==> src/rtl/muldiv_seq.sv <==
// muldiv_seq: iterative unsigned multiply/divide unit (MUL, MULHU, DIVU, REMU).
// A single N-bit ripple-carry adder is time-shared across all four operations.
// One result bit is produced per clock, so an operation takes N iterations.
// A one-cycle DONE state follows the iterations and presents the result.

// Plain N-bit ripple-carry adder, built from a chain of full adders.
module adder #(
    parameter int N = 32
) (
    input  logic [N-1:0] x_i,
    input  logic [N-1:0] y_i,
    input  logic         cin_i,
    output logic [N-1:0] s_o,
    output logic         cout_o
);

    logic [N:0] carry;

    assign carry[0] = cin_i;

    for (genvar i = 0; i < N; i++) begin : g_fa
        assign s_o[i]       = x_i[i] ^ y_i[i] ^ carry[i];
        assign carry[i + 1] = (x_i[i] & y_i[i]) | (x_i[i] & carry[i]) | (y_i[i] & carry[i]);
    end

    assign cout_o = carry[N];

endmodule

module muldiv_seq #(
    parameter int N = 32
) (
    input  logic         clk,
    input  logic         rst_n,
    input  logic         start_i,
    input  logic [1:0]   op_i,
    input  logic [N-1:0] a_i,
    input  logic [N-1:0] b_i,
    output logic         busy_o,
    output logic         done_o,
    output logic [N-1:0] result_o
);

    localparam int CW = $clog2(N);
    localparam logic [CW-1:0] CNT_INIT = CW'(N - 1);

    typedef enum logic [1:0] {
        S_IDLE = 2'd0,
        S_RUN  = 2'd1,
        S_DONE = 2'd2
    } state_t;

    state_t         state_q, state_d;
    logic [N-1:0]   acc_q, acc_d;
    logic [N-1:0]   q_q, q_d;
    logic [N-1:0]   mb_q, mb_d;
    logic [CW-1:0]  cnt_q, cnt_d;
    logic [1:0]     op_q, op_d;
    logic [N-1:0]   result_q, result_d;

    // op_q[1] distinguishes divide from multiply; op_q[0] picks the upper half
    // (acc) for MULHU/REMU versus the lower half (q) for MUL/DIVU.
    logic           isDiv;
    logic [N-1:0]   divT;
    logic           divM;
    logic [N-1:0]   addX;
    logic [N-1:0]   addY;
    logic           addCin;
    logic [N-1:0]   addS;
    logic           addCout;
    logic           quotBit;
    logic [N-1:0]   iterAcc;
    logic [N-1:0]   iterQ;

    assign isDiv = op_q[1];

    // Divide: the partial remainder shifted left with the next dividend bit.
    // divM is the bit shifted out, which makes t at least 2^N and therefore
    // always at least the divisor.
    assign divT = {acc_q[N-2:0], q_q[N-1]};
    assign divM = acc_q[N-1];

    // Adder operand steering: shift-add for multiply, trial subtract
    // (t + ~mb + 1) for divide.
    always_comb begin
        addX   = acc_q;
        addY   = '0;
        addCin = 1'b0;
        if (isDiv) begin
            addX   = divT;
            addY   = ~mb_q;
            addCin = 1'b1;
        end else if (q_q[0]) begin
            addY   = mb_q;
        end
    end

    adder #(.N(N)) u_adder (
        .x_i    (addX),
        .y_i    (addY),
        .cin_i  (addCin),
        .s_o    (addS),
        .cout_o (addCout)
    );

    // Value of {acc, q} after one iteration of the current operation.
    always_comb begin
        quotBit = 1'b0;
        iterAcc = {addCout, addS[N-1:1]};
        iterQ   = {addS[0], q_q[N-1:1]};
        if (isDiv) begin
            quotBit = divM | addCout;
            iterAcc = quotBit ? addS : divT;
            iterQ   = {q_q[N-2:0], quotBit};
        end
    end

    // Next-state and datapath update; result is loaded from the final iteration.
    always_comb begin
        state_d  = state_q;
        acc_d    = acc_q;
        q_d      = q_q;
        mb_d     = mb_q;
        cnt_d    = cnt_q;
        op_d     = op_q;
        result_d = result_q;
        unique case (state_q)
            S_IDLE: begin
                if (start_i) begin
                    state_d = S_RUN;
                    op_d    = op_i;
                    mb_d    = b_i;
                    cnt_d   = CNT_INIT;
                    acc_d   = '0;
                    q_d     = a_i;
                end
            end
            S_RUN: begin
                acc_d = iterAcc;
                q_d   = iterQ;
                if (cnt_q == '0) begin
                    state_d  = S_DONE;
                    result_d = op_q[0] ? iterAcc : iterQ;
                end else begin
                    cnt_d = cnt_q - 1'b1;
                end
            end
            S_DONE: begin
                state_d = S_IDLE;
            end
            default: begin
                state_d = S_IDLE;
            end
        endcase
    end

    // State and datapath registers, cleared asynchronously by reset.
    always_ff @(posedge clk or negedge rst_n) begin
        if (!rst_n) begin
            state_q  <= S_IDLE;
            acc_q    <= '0;
            q_q      <= '0;
            mb_q     <= '0;
            cnt_q    <= '0;
            op_q     <= '0;
            result_q <= '0;
        end else begin
            state_q  <= state_d;
            acc_q    <= acc_d;
            q_q      <= q_d;
            mb_q     <= mb_d;
            cnt_q    <= cnt_d;
            op_q     <= op_d;
            result_q <= result_d;
        end
    end

    assign busy_o   = (state_q == S_RUN);
    assign done_o   = (state_q == S_DONE);
    assign result_o = result_q;

endmodule

==> config.mk <==
export PLATFORM = sky130hd
export DESIGN_NAME = muldiv_seq
export DESIGN_NICKNAME = d
export VERILOG_FILES = /design/src/rtl/muldiv_seq.sv
export SDC_FILE = /design/constraint.sdc
export NUM_CORES = 1
export LEC_CHECK = 0
export ABC_AREA = 1
export BUFFER_PORTS_ARGS = -buffer_cell sky130_fd_sc_hd__clkbuf_2
export CAP_MARGIN = 20
export CORE_MARGIN = 2
export CORE_UTILIZATION = 55
export DETAILED_ROUTE_END_ITERATION = 10
export PLACE_DENSITY_LB_ADDON = 0.2
export SYNTH_ARGS = -nofsm -noshare
export SYNTH_HDL_FRONTEND = slang
export SYNTH_SLANG_ARGS = --single-unit
==> constraint.sdc <==
create_clock -name clk -period 36 [get_ports clk]
set_input_delay 5.4 -clock clk [delete_from_list [all_inputs] [get_ports clk]]
set_output_delay 5.4 -clock clk [all_outputs]
set_load 0.1 [all_outputs]
==> metrics <==
status=completed; met1 Usage GRT=42.5%; # diodes=0; Setup Crit Path Kind=reg -> reg; total gr overflow=0; HP Class=reg -> reg; crit path to=result_o[7]; Yosys reg bits=between 100 and 150; WL final=roughly 21 mm; Critical Path End Type=flip-flop; syn_area_per_cell=7.64 µm²; Yosys cell types=29; max cap viols=0; sequential element share of the synthesized area=around 40%; Final GP Congestion=0.882; Synth warnings=0; CP max stage cell=nand2_1; Setup Buffers After CTS=0; most common cell after layout, fill and taps aside=nand2_1; I/O pin count=103; Startpoint Class=flip-flop; final setup margin=18.07 ns; Die Y=128 µm; core region area=0.0151 mm²; Finished Core Util=a little over three fifths; Final Max Tran Viols=0; Layout Nets=~1.3k; Clock Tree Root=clkbuf_16; initial antenna violation count=0; RSZ-0062 raised after global routing=no; Rows=45; fmax=55.8 MHz; number of routed nets with antenna violations=0; most frequent cells in the layout=nand2_1, dfrtp_1, nor2_1, clkbuf_2, o21ai_1; worst reg-to-reg setup slack=between 15 and 20 ns; CTS tree=built; CP peak stage delay=0.67 ns; # clock sinks=137; simple-gate area share of the yosys netlist=28.0%; gr busiest metal=met1; Worst Path Max Fanout=42; setup_tns=0 ns; fillcell total=between 1k and 1.5k; CTS Hold Buffers Added=0; Post-Syn Instances=1,100; crit share post-route=49.8%; Die ar.=0.0163 mm²; P&R area growth vs syn=12.9%; # port buffers=~100; layout cell share with drive strength beyond 1=13.2%; clk_skew=between 0.006 and 0.007 ns; worst rel slew slack=between 20% and 30%; gr usage total=between 20% and 30%; post-DP HPWL=13.9 mm; CTS clock-pin slew for the worst setup and hold paths=0.06 ns; grt met3 use=under 10%; XOR/XNOR share of the synthesized area=0%; CTS max path bufs=2; Synth Area in Compound Gates=13.2%; FF-to-FF End=result_o[7]; syn_nets=1,203; largest family of logic cells by synthesized area=simple AND/OR/NAND/NOR gates; mux cell area share after synthesis=~4.2%; worst skew pair latency=0.42 ns; Hold Vio Cnt, Final=0; Top cell by count, worst path=fa_1; Final setup viols=0; CP Data Arrival Time=around 18 ns; CP Launch Point=op_q[1]; Starting Density=55.7%; Via density=5.42; TritonCTS buffer count=17; R2R depth=46; Mapped Area=between 0.008 and 0.009 mm²; Post-Place Setup Slack=17.47 ns; Slew @ Worst Pin=1.12 ns; post-detailed-route wirelength per cell=15.1 µm; min cycle time layout=17.93 ns; Synth Area in Adders=a little under 8%; vias=between 7k and 8k; critical path required time=roughly 36 ns; Clock H-tree levels=4; DRT iter0 DRCs=769; vias in the first global route=6,893; DRC Markers=0; Die X=128 µm; Post-CTS Resized=0; GR Layer Usage met2=~38%; largest net degree at the start of global routing=78; global-route wire length before repair=34.5 mm; reg2reg start=op_q[1]; Hold Startpoint=result_o[0]; first-pass iteration count of the detailed router=5
[area by class of cell]
class	instances	area, µm²	share of cell area [%]
tap	188	235	2.48
timing repair buffer	110	597	6.29
clock inverter	13	129	1.36
sequential	137	3430	36.2
clock buffer	19	443	4.67
inverter	48	180	1.90
multi-input combinational	844	4480	47.2
[logic make-up after synthesis]
family | after synthesis
AO/OA/AOI/OAI | 199
buffers and inverters | 119
adder cells (fa/ha/maj) | 34
multiplexers | 31
flip-flops | 137
AND/OR/NAND/NOR | 580
[worst min-delay path by stage]
| stage | end | slack, ns | depth (start not counted) |
|---|---|---|---|
| floorplan | acc_q[10] | 0.47 | 2 |
| global placement | result_o[0] | 0.46 | 2 |
| detailed placement | result_o[0] | 0.46 | 2 |
| CTS | result_o[0] | 0.48 | 2 |
| global route | result_o[0] | 0.51 | 2 |
| finish | result_o[0] | 0.48 | 2 |
[critical path, delay by kind of cell (launching register included)]
family / cells / cell delay (ns)
simple gates: 8 / 1.72
compound gates: 2 / 0.23
buf+inv: 4 / 0.92
fa+ha+maj: 32 / 14.35
flops: 1 / 0.63
[metrics by stage]
step / hold WS (ns) / std cells / area [µm²]
floorplan: 0.471 / 1100 / 8410
global placement: 0.464 / 1326 / 8890
detailed placement: 0.464 / 1326 / 8890
CTS: 0.481 / 1358 / 9470
global route: 0.509 / 1359 / 9490
finish: 0.476 / 1359 / 9490
[flip-flops by register name, indices dropped and copies added, names as in the netlist]
signal and flops:
q_q 32, mb_q 32, cnt_q 5, state_q 2
result_o 32, acc_q 32, op_q 2
[cells in the mapped netlist]
library cell / number / area share [%]
ha_1: 3 / 0.45
buf_2: 22 / 1.3
a21boi_1: 29 / 2.6
nor2_2: 1 / 0.074
o21a_1: 1 / 0.089
buf_1: 10 / 0.45
fa_1: 31 / 7.4
nand2_1: 394 / 18
clkinv_1: 1 / 0.045
nand2_2: 1 / 0.074
nand4_4: 1 / 0.25
or2_1: 31 / 2.3
mux2_1: 31 / 4.2
clkbuf_1: 29 / 1.3
a21oi_1: 5 / 0.30
nor2_4: 1 / 0.13
inv_1: 42 / 1.9
or2_2: 1 / 0.074
o21ai_1: 78 / 4.6
nor2_1: 102 / 4.6
nand4_1: 3 / 0.22
nor3_1: 1 / 0.059
dfrtp_1: 137 / 41
nand3_1: 43 / 2.6
buf_4: 10 / 0.89
o21ai_0: 56 / 3.3
o22ai_1: 30 / 2.2
inv_2: 5 / 0.22
nand3b_1: 1 / 0.089
[metal layers]
metal,vias to the layer above,share of wire [%]
met3,19,7.3
li1,3658,-
met5,-,0
met1,3424,50
met4,0,0.98
met2,261,42
Power is left out: the tool's default activity adds up to more than one toggle a clock period on the data nets, which glitch-free logic cannot reach.
